### config.mk
export PLATFORM = sky130hd
export DESIGN_NAME = binary_to_7seg
export DESIGN_NICKNAME = d
export VERILOG_FILES = /design/src/rtl/seg7_pkg.sv /design/src/rtl/seg7_decoder.sv /design/src/rtl/binary_to_7seg.sv
export SDC_FILE = /design/constraint.sdc
export NUM_CORES = 1
export LEC_CHECK = 0
export ABC_AREA = 1
export CORE_MARGIN = 2
export CORE_UTILIZATION = 55
export CTS_CLUSTER_SIZE = 20
export DETAILED_ROUTE_END_ITERATION = 12
export PLACE_DENSITY = 0.81
export SYNTH_ARGS = -nofsm -noshare
export SYNTH_HDL_FRONTEND = slang
export SYNTH_SLANG_ARGS = --single-unit
export TNS_END_PERCENT = 20
### constraint.sdc
create_clock -name clk -period 10.8 [get_ports clk]
set_input_delay 2.16 -clock clk [delete_from_list [all_inputs] [get_ports clk]]
set_output_delay 2.16 -clock clk [all_outputs]
set_load 0.005 [all_outputs]
### src/rtl/seg7_pkg.sv
// Shared types and constants for the 7-segment display driver.
// Patterns are active-low, bit order {g,f,e,d,c,b,a}.
package seg7_pkg;

    typedef logic [6:0] seg7_t;

    localparam seg7_t SEG_BLANK = 7'h7F;
    localparam seg7_t SEG_MINUS = 7'h3F;

    localparam seg7_t SEG_DIGIT [0:9] = '{
        7'h40, 7'h79, 7'h24, 7'h30, 7'h19,
        7'h12, 7'h02, 7'h78, 7'h00, 7'h10
    };

    localparam int unsigned MAX_DISP = 999;

endpackage

### src/rtl/seg7_decoder.sv
// BCD digit to active-low 7-segment pattern; non-decimal codes give a blank digit.
module seg7_decoder
    import seg7_pkg::*;
(
    input  logic [3:0] digit,
    output seg7_t      seg
);

    always_comb begin
        seg = SEG_BLANK;
        if (digit < 4'd10) begin
            seg = SEG_DIGIT[digit];
        end
    end

endmodule

### src/rtl/binary_to_7seg.sv
// Registered signed-binary to sign + 3-digit 7-segment driver (TC or SM input).
// Optional macro LEADING_ZERO_BLANK_EN blanks leading zeros in the hundreds/tens digits.
module binary_to_7seg
    import seg7_pkg::*;
#(
    parameter int unsigned W = 11
) (
    input  logic         clk,
    input  logic         rst_n,
    input  logic [W-1:0] bin,
    input  logic         tc_mode,
    output seg7_t        seg_sign,
    output seg7_t        seg_d2,
    output seg7_t        seg_d1,
    output seg7_t        seg_d0,
    output logic         too_large
);

    logic [W:0]  bin_ext;
    logic [W:0]  mag_tc;
    logic [16:0] mag;
    logic        neg;
    logic        too_large_d;
    logic [11:0] bcd;
    logic [3:0]  code2, code1, code0;
    seg7_t       pat2, pat1, pat0;

    // One extra bit so that negating the most negative TC value stays positive.
    always_comb begin
        bin_ext = {bin[W-1], bin};
        mag_tc  = bin[W-1] ? -bin_ext : bin_ext;
        mag     = '0;
        if (tc_mode) begin
            mag[W:0] = mag_tc;
        end else begin
            mag[W-2:0] = bin[W-2:0];
        end
        neg         = bin[W-1] && (mag != '0);
        too_large_d = 32'(mag) > MAX_DISP;
    end

    // Double dabble over the low 10 bits; only consulted when mag <= 999.
    always_comb begin
        bcd = '0;
        for (int i = 9; i >= 0; i--) begin
            if (bcd[3:0] >= 4'd5) bcd[3:0] = bcd[3:0] + 4'd3;
            if (bcd[7:4] >= 4'd5) bcd[7:4] = bcd[7:4] + 4'd3;
            if (bcd[11:8] >= 4'd5) bcd[11:8] = bcd[11:8] + 4'd3;
            bcd = {bcd[10:0], mag[i]};
        end
    end

    // Code 4'hF decodes to a blank digit.
    always_comb begin
        code2 = bcd[11:8];
        code1 = bcd[7:4];
        code0 = bcd[3:0];
`ifdef LEADING_ZERO_BLANK_EN
        if (bcd[11:8] == 4'd0) begin
            code2 = 4'hF;
            if (bcd[7:4] == 4'd0) begin
                code1 = 4'hF;
            end
        end
`else
`endif
    end

    seg7_decoder u_dec2 (.digit(code2), .seg(pat2));
    seg7_decoder u_dec1 (.digit(code1), .seg(pat1));
    seg7_decoder u_dec0 (.digit(code0), .seg(pat0));

    always_ff @(posedge clk) begin
        if (!rst_n) begin
            seg_sign  <= SEG_BLANK;
            seg_d2    <= SEG_BLANK;
            seg_d1    <= SEG_BLANK;
            seg_d0    <= SEG_BLANK;
            too_large <= 1'b0;
        end else if (too_large_d) begin
            seg_sign  <= SEG_MINUS;
            seg_d2    <= SEG_MINUS;
            seg_d1    <= SEG_MINUS;
            seg_d0    <= SEG_MINUS;
            too_large <= 1'b1;
        end else begin
            seg_sign  <= neg ? SEG_MINUS : SEG_BLANK;
            seg_d2    <= pat2;
            seg_d1    <= pat1;
            seg_d0    <= pat0;
            too_large <= 1'b0;
        end
    end

endmodule

==> results of run 1 <==
==> registers in the layout, summed over array words and instances (netlist names) <==
signal     count
seg_d0         7
seg_d1         7
seg_d2         7
seg_sign       1
too_large      1
==> final timing paths <==
kind | endpoint | depth (start not counted) | slack, ps | start
max | seg_d1[0] | 57 | 1560 | bin[0]
min | seg_sign[6] | 2 | 2560 | bin[10]
==> kinds of logic (layout without fill, tap and decap cells) <==
kind of cell | Yosys count | in the layout | synth area share
AO/OA/AOI/OAI | 37 | 37 | 0.1001
XOR/XNOR | 7 | 7 | 0.02458
adder cells (fa/ha/maj) | 24 | 24 | 0.1072
buffers and inverters | 77 | 111 | 0.1130
flip-flops | 23 | 23 | 0.1644
other | 1 | 6 | 0.001339
AND/OR/NAND/NOR | 272 | 272 | 0.4893
==> through the flow <==
stage / utilization / setup WS, ps / std cells / area (um2) / hold slack, ps
finish: 0.6774 / 1565 / 547 / 3263 / 2563
global route: 0.6774 / 688.2 / 547 / 3263 / 2575
CTS: 0.6774 / 1602 / 547 / 3263 / 2561
detailed placement: 0.6681 / 1354 / 543 / 3218 / 2831
global placement: 0.6681 / 1526 / 543 / 3218 / 2831
floorplan: - / 2719 / 446 / 2819 / 2229
==> layer usage <==
layer  vias up  track usage
met5         -            0
met1      1234       0.2743
met2        59       0.3836
met4         0      0.02534
li1       1477            -
met3         2      0.02778
==> critical path, delay by kind of cell <==
family / cells / cell delay, ps
buffers and inverters: 12 / 1550
adders and majority gates: 8 / 1670
xor gates and xnor gates: 1 / 190
AOI/OAI and AO/OA: 2 / 350
and+or+nand+nor: 34 / 3500
==> placed cells by master (no fill, tap or decap), types with 3 or more instances in the layout <==
cell,count
a21oi_1,4
o21ai_1,9
o21ai_0,5
dfxtp_1,23
a31oi_1,3
conb_1,6
o21ai_4,3
inv_2,13
nand3b_1,5
clkdlybuf4s50_1,36
ha_1,24
nand4_1,5
clkbuf_8,3
nor2_1,17
xor2_1,6
nand2_4,7
o21ai_2,3
nand3_1,55
nand3_2,9
nand2_1,127
inv_1,56
nand2_2,32
==> cell type report <==
type / count / area, um2 / share of cell area
Clock buffer: 4 / 45.04 / 0.01380
Inverter: 71 / 271.5 / 0.08321
Multi-Input combinational cell: 346 / 2042 / 0.6258
Sequential cell: 23 / 460.4 / 0.1411
Tap cell: 67 / 83.83 / 0.02569
Timing Repair Buffer: 36 / 360.3 / 0.1104
==> impl_metrics.env, run 1 <==
export IMPL_outcome="completed"
export IMPL_synthArstFlopShare=0
export IMPL_num_rows=25
export IMPL_path_clk_slew_ps=70
export IMPL_cts_tree="built"
export IMPL_crit_path_max_fanout=8
export IMPL_drv_cap=0
export IMPL_drc=0
export IMPL_clockBufferDepth=2
export IMPL_finalSetupTns_ps=0
export IMPL_cp_slowest_cell="clkdlybuf4s50_1"
export IMPL_first_iter_violations=106
export IMPL_synth_edf_count=0
export IMPL_fillers=464
export IMPL_h_tree_depth=1
export IMPL_wl_met3_um=198
export IMPL_place_hpwl_um=4613
export IMPL_start_util=0.5813
export IMPL_synthCells=441
export IMPL_grt_pass1_vias=2475
export IMPL_synth_avg_cell_area_um2=6.350
export IMPL_detail_route_wl_per_cell_um=9.837
export IMPL_root_buffer="clkbuf_8"
export IMPL_overflow=0
export IMPL_setup_viol=0
export IMPL_drive_gt1_frac=0.1813
export IMPL_post_cts_buffers=0
export IMPL_timing_fmax_ghz=0.1083
export IMPL_cts_buffers=3
export IMPL_grt_max_degree=13
export IMPL_rsz0062_at_grt="no"
export IMPL_place_congestion=0.8537
export IMPL_grt_pass1_wl_um=9936
export IMPL_yosysTopAreaCellShare=0.1702
export IMPL_dr_pass1_iters=4
export IMPL_antenna_found_initial=0
export IMPL_fin_crit_sh=0.8551
export IMPL_synth_seq_cells=23
export IMPL_die_x_um=75.35
export IMPL_min_path_type="primary input to register"
export IMPL_finalMaxSlewViolations=0
export IMPL_synth_distinct_cells=39
export IMPL_dieArea_mm2=0.005678
export IMPL_io_pins=43
export IMPL_core_area_mm2=0.004817
export IMPL_wirelength_um=5381
export IMPL_antenna_cells=0
export IMPL_path_class="primary input to register"
export IMPL_vias=2772
export IMPL_arrival_ps=9390
export IMPL_met1_length_um=2493
export IMPL_worst_pin_slew_ps=540.0
export IMPL_cts_sinks=23
export IMPL_end_kind="register"
export IMPL_netlist_top_cells_count="nand2_1 (127), inv_1 (56), nand3_1 (55), nand2_2 (32), ha_1 (24)"
export IMPL_ys_seq_area_frac=0.1644
export IMPL_hold_buffers=0
export IMPL_synthTopCellsByArea="nand2_1 (17%), dfxtp_1 (16%), ha_1 (11%)"
export IMPL_hold_viol=0
export IMPL_syn2layout_area_growth_pct=16.53
export IMPL_nNetsFinal=519
export IMPL_max_stage_delay_ps=610
export IMPL_worstPathRequired_ps=10950
export IMPL_ys_warn_count=0
export IMPL_ant_nets=0
export IMPL_finalCriticalPeriod_ps=9235
export IMPL_worst_path_most_repeated_cell="nand2_1"
export IMPL_dr_wl_met2_um=2680
export IMPL_vias_per_cell=5.068
export IMPL_io_buffers=36
export IMPL_fp_dieH_um=75.35
export IMPL_synth_area_leader_cell="nand2_1"
export IMPL_synth_most_common_cell="nand2_1"
export IMPL_grt_usage=0.2112
export IMPL_critPathLaunchType="primary input"
export IMPL_cts_resized=0
export IMPL_highest_layer="met4"
export IMPL_synthFlopType="dfxtp_1"
export IMPL_relSlewSlack=0.6383
export IMPL_syn_area_mm2=0.002800
Power of run 1 is not shown: default switching activity piles up to over one toggle a cycle in this logic, so the estimate is an artifact.
==> run 2, diff against run 1 <==
clock period = 11 ns   (was 10.8 ns; I/O delays follow)
==> run 2 against run 1 <==
  * Sequential share of layout area unchanged
  * Core utilization unchanged
  * Clock-buffer cell count unchanged
  * Critical path depth increased by 1
  * Worst setup slack improved by 230 ps
==> impl_metrics.env, run 2 (synthesis results as in run 1) <==
export IMPL_vias=2711
export IMPL_grt_usage=0.2029
export IMPL_cts_tree="built"
export IMPL_antenna_found_initial=0
export IMPL_worstPathRequired_ps=11160
export IMPL_core_area_mm2=0.004817
export IMPL_timing_fmax_ghz=0.1086
export IMPL_grt_use_met3=0.03042
export IMPL_h_tree_depth=1
export IMPL_layout_common_cells="nand2_1 (127), inv_1 (56), nand3_1 (55)"
export IMPL_grt_max_degree=13
export IMPL_io_pins=43
export IMPL_worst_path_most_repeated_cell="nand2_1"
export IMPL_finalCriticalPeriod_ps=9205
export IMPL_finalMaxSlewViolations=0
export IMPL_num_rows=25
export IMPL_end_kind="register"
export IMPL_setup_viol=0
export IMPL_arrival_ps=9360
export IMPL_min_path_type="primary input to register"
export IMPL_overflow=0
export IMPL_grt_use_met2=0.3700
export IMPL_path_class="primary input to register"
export IMPL_syn2layout_area_growth_pct=16.53
export IMPL_die_x_um=75.35
export IMPL_grt_pass1_wl_um=9494
export IMPL_dieArea_mm2=0.005678
export IMPL_nNetsFinal=519
export IMPL_rsz0062_at_grt="no"
export IMPL_outcome="completed"
export IMPL_hold_buffers=0
export IMPL_dr_pass1_iters=4
export IMPL_fp_dieH_um=75.35
export IMPL_fillers=464
export IMPL_top_regs="seg_d0 x7, seg_d1 x7, seg_d2 x7"
export IMPL_wirelength_um=5453
export IMPL_critPathLaunchType="primary input"
export IMPL_finalSetupTns_ps=0
export IMPL_ant_nets=0
export IMPL_drv_cap=0
export IMPL_hold_viol=0
export IMPL_worst_pin_slew_ps=515.6
export IMPL_drc=0
export IMPL_relSlewSlack=0.6551
export IMPL_cts_buffers=3
export IMPL_max_stage_delay_ps=600
export IMPL_clockBufferDepth=2
export IMPL_drive_gt1_frac=0.1813
export IMPL_cts_resized=0
export IMPL_antenna_cells=0
export IMPL_grtUsageMet1=0.2597
export IMPL_vias_per_cell=4.956
export IMPL_start_util=0.5813
export IMPL_cts_sinks=23
export IMPL_root_buffer="clkbuf_8"
export IMPL_place_hpwl_um=4564
export IMPL_first_iter_violations=97
export IMPL_mostFrequentLayoutCell="nand2_1"
export IMPL_busiest_layer="met2"
export IMPL_place_congestion=0.8687
export IMPL_post_cts_buffers=0
export IMPL_detail_route_wl_per_cell_um=9.969
export IMPL_crit_path_max_fanout=8
export IMPL_crit_buf_inv=12
export IMPL_cp_slowest_cell="clkdlybuf4s50_1"
export IMPL_path_clk_slew_ps=70
export IMPL_io_buffers=36
export IMPL_fin_crit_sh=0.8368
export IMPL_path_delay_family="simple AND/OR/NAND/NOR gates"
export IMPL_grt_pass1_vias=2344
run 2: cell counts in the layout (fill, tap and decap cells not counted):
No cell type changed its count.
run 2: path summary, 6_finish.rpt:
check                endpoint  startpoint  slack [ps]  cells past startpoint
setup / recovery    seg_d0[1]      bin[0]        1800                     58
hold / removal    seg_sign[6]     bin[10]        2600                      2
run 2: per-layer routing:
metal  up-vias  part of all wire
li1       1482                 -
met1      1182              0.47
met2        43              0.49
met3         4             0.034
met4         0            0.0068
met5         -                 0
run 2: layout make-up:
class                           instances  area [um2]  share of cell area
Clock buffer                            4       45.04             0.01380
Inverter                               71       271.5             0.08321
Multi-Input combinational cell        346        2042              0.6258
Sequential cell                        23       460.4              0.1411
Tap cell                               67       83.83             0.02569
Timing Repair Buffer                   36       360.3              0.1104
run 2: through the flow:
step                area [um2]  hold slack [ps]  cells  worst slack, ps    util
floorplan                 2819             2269    446             2879       -
global placement          3218             2869    543             1813  0.6681
detailed placement        3218             2875    543             1572  0.6681
CTS                       3263             2595    547             1815  0.6774
global route              3263             2609    547             1066  0.6774
finish                    3263             2599    547             1795  0.6774
Power of run 2 is left out for the same reason.
==> run 3, diff against run 2 <==
CORE_UTILIZATION = 50   (was 55)
PLACE_DENSITY = 0.78   (was 0.81)
clock period = 7.7 ns   (was 11 ns; I/O delays follow)
==> run 3 against run 2 <==
  * The run now ends with negative setup slack left
  * Worst setup slack worse by 2000 ps
  * First-iteration DRC count grew to 3.5 times the previous value
  * Routed wire length rose by 110%
  * Sequential cell count is the same
  * Global-route usage is 8.4 points higher
  * Final cell count is 23% higher
  * Non-clock buffer count is 120 higher
  * Clock-buffer cell count is the same
==> impl_metrics.env, run 3 (synthesis results as in run 1) <==
export IMPL_design_area_mm2=0.004546
export IMPL_worst_path_most_repeated_cell="buf_4"
export IMPL_hold_viol=0
export IMPL_overflow=0
export IMPL_fillers=280
export IMPL_critPathLaunchType="primary input"
export IMPL_io_buffers=36
export IMPL_dr_pass1_iters=5
export IMPL_vias=3804
export IMPL_relSlewSlack=0.4696
export IMPL_place_congestion=0.8153
export IMPL_cts_tree="built"
export IMPL_fin_crit_sh=1.024
export IMPL_cts_sinks=23
export IMPL_cp_slowest_cell="nor4_4"
export IMPL_grt_pass1_vias=3409
export IMPL_drc=0
export IMPL_finalMaxSlewViolations=0
export IMPL_num_rows=27
export IMPL_dieArea_mm2=0.006215
export IMPL_grt_usage=0.2870
export IMPL_arrival_ps=8040
export IMPL_nNetsFinal=639
export IMPL_crit_path_max_fanout=3
export IMPL_outcome="finished with violations"
export IMPL_drv_cap=0
export IMPL_grt_pass1_wl_um=14470
export IMPL_fin_ws_ps=-183.9
export IMPL_worstPathRequired_ps=7850
export IMPL_layout_common_cells="buf_4 (118), nand2_1 (110), nand3_1 (46)"
export IMPL_fp_dieH_um=78.84
export IMPL_top_regs="seg_d0 x7, seg_d1 x7, seg_d2 x7"
export IMPL_place_inst=608
export IMPL_hold_end="seg_sign[6]"
export IMPL_drive_gt1_frac=0.4483
export IMPL_postPlaceCellArea_mm2=0.003675
export IMPL_h_tree_depth=1
export IMPL_root_buffer="clkbuf_8"
export IMPL_mostFrequentLayoutCell="buf_4"
export IMPL_min_path_type="primary input to register"
export IMPL_setup_viol=23
export IMPL_die_x_um=78.84
export IMPL_place_hpwl_um=5390
export IMPL_finalCriticalPeriod_ps=7884
export IMPL_antenna_cells=0
export IMPL_finalSetupTns_ps=-2990
export IMPL_start_util=0.5117
export IMPL_detail_route_wl_per_cell_um=17.32
export IMPL_syn2layout_area_growth_pct=62.33
export IMPL_final_cells=672
export IMPL_whs_path_depth=3
export IMPL_clockBufferDepth=2
export IMPL_cts_buffers=3
export IMPL_core_area_mm2=0.005473
export IMPL_max_stage_delay_ps=390
export IMPL_io_pins=43
export IMPL_worst_pin_slew_ps=792.9
export IMPL_antenna_found_initial=0
export IMPL_min_from="bin[10]"
export IMPL_grt_max_degree=13
export IMPL_end_kind="register"
export IMPL_first_iter_violations=341
export IMPL_path_class="primary input to register"
export IMPL_rsz0062_at_grt="yes"
export IMPL_timing_fmax_ghz=0.1268
export IMPL_ant_nets=0
export IMPL_vias_per_cell=5.661
export IMPL_wirelength_um=11640
export IMPL_violations="negative setup slack"
export IMPL_path_clk_slew_ps=90
==> run 3: changes by cell type in the layout (fill, tap and decap cells not counted), sizes merged <==
| cell | previous run | this run |
|---|---|---|
| buf | 0 | 120 |
| clkbuf | 4 | 6 |
| dlymetal6s2s | 0 | 8 |
| clkdlybuf4s50 | 36 | 26 |
==> run 3: critical path: cells and delay by family <==
family	cells	cell delay, ps
AOI/OAI and AO/OA	1	100
buffers and inverters	42	5300
and+or+nand+nor	6	1080
==> run 3: repair_timing <==
action | CTS | global route
pin swaps | 6 | 39
setup endpoints to repair | 13 | 23
hold buffers | 0 | 0
gates resized for setup | 24 | 82
setup buffers | 47 | 13
==> run 3: cell type report <==
| cell class | instances | area, um2 | area share |
|---|---|---|---|
| clock buffer | 4 | 45.04 | 0.009909 |
| inverter | 71 | 281.5 | 0.06193 |
| multi-input combinational | 346 | 2390 | 0.5257 |
| sequential | 23 | 460.4 | 0.1013 |
| tap | 72 | 90.09 | 0.01982 |
| timing repair buffer | 156 | 1279 | 0.2813 |
==> run 3: worst max-delay path by stage <==
stage | from | end | slack [ps] | depth (start not counted)
floorplan | bin[0] | seg_d0[0] | 240 | 57
global placement | bin[0] | seg_d1[0] | -190 | 55
detailed placement | bin[0] | seg_d1[0] | -440 | 57
CTS | bin[0] | seg_d0[3] | 50 | 58
global route | tc_mode | seg_d0[0] | -400 | 56
finish | bin[3] | seg_sign[6] | -180 | 49
==> run 3: through the flow <==
stage                     utilization  setup slack [ps]  hold slack [ps]
final                          0.8306            -183.9             1650
after floorplan                     -             239.2             1609
after CTS                      0.7595             48.09             1944
after detailed placement       0.6715            -436.1             2215
after global routing           0.8306            -400.8             1672
after global placement         0.6715            -190.1             2212
==> run 3: routing by layer <==
layer / vias up / global-route usage / wire length [um]
met5: - / 0 / 0
met4: 0 / 0.1241 / 975
met3: 88 / 0.03295 / 925
met2: 254 / 0.5769 / 5580
met1: 1749 / 0.2943 / 4159
li1: 1713 / - / -
Power of run 3 is left out for the same reason.
